[src/rtl/m_fetch_ctrl_if.sv]
// Fetch-to-MMU request/response channel; master is the fetch controller, slave is the MMU.
interface m_fetch_ctrl_if;
    localparam int unsigned XLEN = 32;

    logic            i_req;
    logic [XLEN-1:0] i_vaddr;
    logic            i_kill;
    logic            i_ack;
    logic [XLEN-1:0] i_paddr;

    modport master (
        output i_req,
        output i_vaddr,
        output i_kill,
        input  i_ack,
        input  i_paddr
    );

    modport slave (
        input  i_req,
        input  i_vaddr,
        input  i_kill,
        output i_ack,
        output i_paddr
    );
endinterface

[src/rtl/m_fetch_ctrl.sv]
// Instruction fetch controller: one outstanding MMU request, kill/redirect handling, decode hold.
// Optional FETCH_PERF_CNT_EN adds fetch_cnt_o / kill_cnt_o performance counters.
module m_fetch_ctrl (
    input  logic                clk,
    input  logic                rst,
    input  logic [31:0]         pc_addr_in,
    input  logic                if_stall_in,
    input  logic                csr_pc_req_in,
    input  logic                exe_pc_req_in,
    m_fetch_ctrl_if.master      mmu,
    output logic                pc_advance_o,
    output logic                instr_valid_o,
    output logic [31:0]         instruction_o,
    output logic [31:0]         instr_pc_o,
    input  logic                id_ready_in
`ifdef FETCH_PERF_CNT_EN
    ,
    output logic [31:0]         fetch_cnt_o,
    output logic [31:0]         kill_cnt_o
`endif
);

    localparam int unsigned XLEN = 32;

    typedef enum logic [1:0] {
        IDLE = 2'd0,
        WAIT = 2'd1,
        DROP = 2'd2,
        HOLD = 2'd3
    } state_e;

    state_e            state_q, state_d;
    logic [XLEN-1:0]   req_pc_q, req_pc_d;
    logic [XLEN-1:0]   instr_q, instr_d;
    logic [XLEN-1:0]   instr_pc_q, instr_pc_d;
    logic              valid_q, valid_d;
    logic              kill;
    logic              req;

    // Request issue is same-cycle so the PC register can step while the MMU samples the address.
    assign kill         = csr_pc_req_in | exe_pc_req_in;
    assign req          = !rst && (state_q == IDLE) && !if_stall_in && !kill;
    assign mmu.i_kill   = kill;
    assign mmu.i_req    = req;
    assign mmu.i_vaddr  = req ? pc_addr_in : XLEN'(0);
    assign pc_advance_o = req;

    assign instr_valid_o = valid_q;
    assign instruction_o = instr_q;
    assign instr_pc_o    = instr_pc_q;

    always_comb begin
        state_d    = state_q;
        req_pc_d   = req_pc_q;
        instr_d    = instr_q;
        instr_pc_d = instr_pc_q;
        valid_d    = valid_q;
        case (state_q)
            IDLE: begin
                if (req) begin
                    req_pc_d = pc_addr_in;
                    state_d  = WAIT;
                end
            end
            WAIT: begin
                // A kill racing the ack wins; otherwise a late ack must be absorbed in DROP.
                if (kill) begin
                    state_d = mmu.i_ack ? IDLE : DROP;
                end else if (mmu.i_ack) begin
                    instr_d    = mmu.i_paddr;
                    instr_pc_d = req_pc_q;
                    valid_d    = 1'b1;
                    state_d    = HOLD;
                end
            end
            DROP: begin
                if (mmu.i_ack) begin
                    state_d = IDLE;
                end
            end
            HOLD: begin
                if (kill || id_ready_in) begin
                    valid_d = 1'b0;
                    state_d = IDLE;
                end
            end
            default: begin
                state_d = IDLE;
                valid_d = 1'b0;
            end
        endcase
    end

    always_ff @(posedge clk) begin
        if (rst) begin
            state_q    <= IDLE;
            req_pc_q   <= '0;
            instr_q    <= '0;
            instr_pc_q <= '0;
            valid_q    <= 1'b0;
        end else begin
            state_q    <= state_d;
            req_pc_q   <= req_pc_d;
            instr_q    <= instr_d;
            instr_pc_q <= instr_pc_d;
            valid_q    <= valid_d;
        end
    end

`ifdef FETCH_PERF_CNT_EN
    logic            fetch_evt;
    logic            kill_evt;
    logic [XLEN-1:0] fetch_cnt_q, kill_cnt_q;

    // Kills only count when they actually discard an outstanding request or a held instruction.
    assign fetch_evt = (state_q == HOLD) && !kill && id_ready_in;
    assign kill_evt  = kill && ((state_q == WAIT) || (state_q == HOLD));

    always_ff @(posedge clk) begin
        if (rst) begin
            fetch_cnt_q <= '0;
            kill_cnt_q  <= '0;
        end else begin
            if (fetch_evt) fetch_cnt_q <= fetch_cnt_q + XLEN'(1);
            if (kill_evt)  kill_cnt_q  <= kill_cnt_q + XLEN'(1);
        end
    end

    assign fetch_cnt_o = fetch_cnt_q;
    assign kill_cnt_o  = kill_cnt_q;
`endif

endmodule
[src/flat_wrapper.sv]
// flat-port wrapper written by rule: the top's interface ports become plain ports
module m_fetch_ctrl_flat 
  (clk, rst, pc_addr_in, if_stall_in, csr_pc_req_in, exe_pc_req_in, pc_advance_o, instr_valid_o, instruction_o, instr_pc_o, id_ready_in, mmu_i_req, mmu_i_vaddr, mmu_i_kill, mmu_i_ack, mmu_i_paddr);
  m_fetch_ctrl_if mmu_i ();
  input  logic clk;
  input  logic rst;
  input  logic [31:0] pc_addr_in;
  input  logic if_stall_in;
  input  logic csr_pc_req_in;
  input  logic exe_pc_req_in;
  output logic pc_advance_o;
  output logic instr_valid_o;
  output logic [31:0] instruction_o;
  output logic [31:0] instr_pc_o;
  input  logic id_ready_in;
  output wire logic [$bits(mmu_i.i_req)-1:0] mmu_i_req;
  output wire logic [$bits(mmu_i.i_vaddr)-1:0] mmu_i_vaddr;
  output wire logic [$bits(mmu_i.i_kill)-1:0] mmu_i_kill;
  input wire logic [$bits(mmu_i.i_ack)-1:0] mmu_i_ack;
  input wire logic [$bits(mmu_i.i_paddr)-1:0] mmu_i_paddr;
  assign mmu_i_req = mmu_i.i_req;
  assign mmu_i_vaddr = mmu_i.i_vaddr;
  assign mmu_i_kill = mmu_i.i_kill;
  assign mmu_i.i_ack = mmu_i_ack;
  assign mmu_i.i_paddr = mmu_i_paddr;
  m_fetch_ctrl u_core (.clk(clk), .rst(rst), .pc_addr_in(pc_addr_in), .if_stall_in(if_stall_in), .csr_pc_req_in(csr_pc_req_in), .exe_pc_req_in(exe_pc_req_in), .mmu(mmu_i), .pc_advance_o(pc_advance_o), .instr_valid_o(instr_valid_o), .instruction_o(instruction_o), .instr_pc_o(instr_pc_o), .id_ready_in(id_ready_in));
endmodule
[config.mk]
export PLATFORM = sky130hd
export DESIGN_NAME = m_fetch_ctrl_flat
export DESIGN_NICKNAME = d
export VERILOG_FILES = /design/src/rtl/m_fetch_ctrl_if.sv /design/src/rtl/m_fetch_ctrl.sv /design/src/flat_wrapper.sv
export SDC_FILE = /design/constraint.sdc
export NUM_CORES = 1
export LEC_CHECK = 0
export BUFFER_PORTS_ARGS = -buffer_cell sky130_fd_sc_hd__buf_2
export CAP_MARGIN = 0
export CELL_PAD_IN_SITES_DETAIL_PLACEMENT = 1
export CELL_PAD_IN_SITES_GLOBAL_PLACEMENT = 1
export CORE_MARGIN = 2
export CORE_UTILIZATION = 35
export DETAILED_ROUTE_END_ITERATION = 10
export GPL_TIMING_DRIVEN = 0
export PLACE_DENSITY_LB_ADDON = 0.1
export SKIP_CTS_REPAIR_TIMING = 1
export SLEW_MARGIN = 5
export SYNTH_ARGS = -nofsm -noshare
export SYNTH_HDL_FRONTEND = slang
export SYNTH_SLANG_ARGS = --single-unit
[constraint.sdc]
create_clock -name clk -period 1.9 [get_ports clk]
set_clock_uncertainty 0.2 [all_clocks]
set_input_delay 0.19 -clock clk [delete_from_list [all_inputs] [get_ports clk]]
set_output_delay 0.19 -clock clk [all_outputs]
set_load 0.05 [all_outputs]
==> results <==
- The run finished, with violations left.
- The checks that failed: design-rule violations, negative hold slack, negative setup slack.
- Setup repair after global routing could not meet its margin everywhere.
- For this design, the slowest cell found on the critical path is or4_4.
- The highest metal layer used by the detailed router is met4.
- After detailed routing, the number of remaining DRC violations is 11.
- In this design, the stage delay of the slowest critical-path cell is 0.54 ns.
- Buffers placed on the I/O ports in this run total 169.
- The number of DRC violations after detailed-routing iteration 0 is 112.
- The first-pass GRT wire length is between 15 and 20 mm.
- Once placement completed, the tool counted placed cells totaling between 700 and 800.
- The worst hold-check path type is in -> reg.
- The sequential fraction of the synthesis area is 47.5%.
- The number of search-and-repair iterations in the first detailed-routing pass is 7.
- Entering global routing, the biggest net connects 14 pins.
- The number of clock buffers inserted by TritonCTS is 9.
- The congestion estimate from routability-driven global placement came to 0.740.
- Of all nets on the critical path, the largest fanout is 4.
- The wire-length estimate of the detail-placed layout is between 8 and 9 mm.
- Data on the critical path arrives at its endpoint at 1.76 ns.
- After synthesis the netlist holds a flip-flop and latch count of 99.
- Setup violations remaining at the end of the flow were counted as 32.
- The routed length on met2 is 6.45 mm.
- For this block, wires on met1 add up to around 5.6 mm.
- The via count normalized by instance count is 4.80.
- Adding up every negative setup slack in the final design gives -4.66 ns.
- Broken down by cell family, the worst path's largest delay share belongs to simple AND/OR/NAND/NOR gates.
- The number of levels the H-tree was split into is 3.
- The cell leakage power is 2.90 nW.
- After synthesis the cells add up to 4180 um2.
- Subtracting the final worst setup slack from the clock period gives roughly 2.1 ns.
- The distinct cell type count of the synthesized netlist is 28.
- The worst setup path is captured at an output pin.
- After floorplanning, the core was sized to cover 11,500 um2.
- IR analysis of the VDD net gives a maximum drop of between 0.0003 and 0.0004 V.
- After detailed routing, the total wire length is between 10 and 15 mm.
- In the finished design, the share of the clock period the worst path needs comes to 113%.
- The clock-pin transition on the worst setup and hold timing paths is approximately 0.060 ns.
- The sum of overflow across all layers after global routing is 0.
- The clock tree from TritonCTS is built.
- dfxtp_1 takes more of the synthesized area than any other cell.
- Of the cells placed in the final design, the portion with a size suffix greater than 1 is 37.3%.
- The TritonCTS sink count is 99.
- The count of vias placed by the detailed router is 3,746.
- The share of synthesized flip-flops with an asynchronous set or reset is 0%.
- Once detail routing completed, the nets flagged for antenna violations numbered 0.
- The number of nets handed over by synthesis was about 480.
- The number of buffers and inverters on the critical path is 2.
- In the layout the commonest cells are 138 x buf_2, 128 x nand2b_1, 97 x dfxtp_1.
- The routed wire length per instance is between 15 and 20 um.
- The worst hold slack after final layout is -0.0121 ns.
- The required time of the critical path is 1.51 ns.
- In this run, synthesis inferred 0 flip-flops with an integrated enable.
- During synthesis, Yosys emitted a total of 0 warnings.
- Synthesis produced a netlist whose cell count is 413.
- The top flip-flop cell by instance count after synthesis is dfxtp_1.
- The worst setup path is launched from a flop.
- The antenna diode count is 0.
- Global routing consumed, over all layers together, 18.3% of the routing resources.
- For this design the ratio of total power to cell area is 660 nW/um2.
- At the pin with the least slew margin, the transition time is 0.545 ns.
- In this run the horizontal extent of the chip is about 110 um.
- The met3 layer wire length in the routed design is ~600 um.
- For this run, the number of standard cells in the final layout without fillers is 781.
- The number of global-route vias before repair came to 3,650.
- The total power consumption of the routed design is 4.18 mW.
- The layout has 1,322 filler cells.
- The number of placed I/O pins is roughly 170.
- The post-synthesis area per instance is 10.1 um2.
- Cells fill 55.1% of the core in the end.
- Max-cap violations in this run came to 0.
- The final-report hold violation count is 1.
- The critical path class is reg -> out.
- The die footprint is about 13,000 um2.
- Once the floorplan was initialized, standard cells occupied a little over a third of the core.
- The final worst-path setup slack is -0.248 ns.
- The number of max-slew violations in the final report is 0.
- The most common cell after layout, fill and taps aside is buf_2.
- For this run, the top clock speed supported by timing is 466 MHz.
- The floorplan die height is 113 um.
- The maximum clock insertion buffer count is 2.
- Headroom to the max-slew limit came out at roughly 64%.
- Traced cell by cell, the critical path runs through or4_4, nor2_4, buf_8, clkbuf_4.
- The top cell type by area accounts for 47.5% of the synthesized area.
- Sorting the synthesized cells by area gives the leading types as dfxtp_1 47%, nand2b_1 19%, mux2i_1 15%.
- For the worst-skew pair, the clock arrives at the later sink with an insertion delay of around 0.34 ns.
- In this run the core area contains 39 standard-cell rows.
- The area growth from synthesis to layout is 51.9%.
- The final-stage net count is 708.
- Clock tree synthesis selected as its root buffer the cell clkbuf_16.
- The initial antenna violation count is 0.
[flip-flops by register name, summed over array words and instances, names as in the netlist]
signal / cells
u_core.instr_valid_o: 1
u_core.state_q: 2
u_core.instruction_o: 32
u_core.instr_pc_o: 32
u_core.req_pc_q: 32
[layer usage]
metal	track usage (%)	vias up
met5	0	-
met4	7.48	0
met3	3.91	12
met2	31.1	105
met1	22.6	1814
li1	-	1815
[worst reg2reg max path, stage by stage (launching register included)]
cell and delay, ns:
dfxtp_4 0.36, or4_4 0.54, nor2_4 0.17, buf_4 0.13, buf_4 0.13, buf_6 0.14, o21bai_1 0.08
[synth_stat cells, types with 2 or more instances]
master / instances
mux2i_1: 64
dfxtp_1: 99
buf_6: 3
nand3_1: 2
inv_1: 4
clkbuf_1: 21
or3_1: 2
a21oi_1: 4
o21ai_0: 2
buf_2: 5
buf_4: 4
nor3_1: 2
and3_1: 30
o21bai_1: 30
nand2b_1: 128
[cell type report]
type                       count  area [um2]  area share, %
buffer                        33         210           3.31
sequential                    99        1990           31.4
clock inverter                 1        5.00         0.0789
clock buffer                  11         233           3.67
inverter                       5        18.8          0.296
timing repair buffer         213        1560           24.6
tap                          143         179           2.82
multi-input combinational    276        2150           33.9
[logic make-up (layout without fill, tap and decap cells)]
group / count (synthesis) / count (layout) / share of synthesized area [%]
AOI/OAI and AO/OA: 39 / 39 / 6.65
DFF: 99 / 99 / 47.5
and+or+nand+nor: 172 / 172 / 25.9
buffers and inverters: 38 / 263 / 4.46
muxes: 64 / 64 / 15.3
xor gates and xnor gates: 1 / 1 / 0.210
[per-stage QoR]
step	worst slack, ns	area (um2)
2_1_floorplan	0.0000953	4190
3_3_place_gp	-0.321	5210
3_5_place_dp	-0.331	5210
4_1_cts	-0.701	5450
5_1_grt	-0.298	6340
6_report	-0.248	6340
[power breakdown]
part           switching, mW  internal [mW]
Sequential            0.0107           2.10
Combinational          0.236          0.245
Clock                  0.732          0.858
Total                  0.979           3.20
[final timing paths]
check                           start                        to  slack (ns)  depth (start not counted)
max                 u_core.state_q[0]                 mmu_i_req       -0.25                          4
min                         mmu_i_ack         u_core.state_q[1]       -0.01                          3
max reg2reg         u_core.state_q[0]       u_core.req_pc_q[16]        0.03                          6
min reg2reg  u_core.instruction_o[31]  u_core.instruction_o[31]        0.27                          2
No activity file was read; power rests on OpenSTA's default activity.
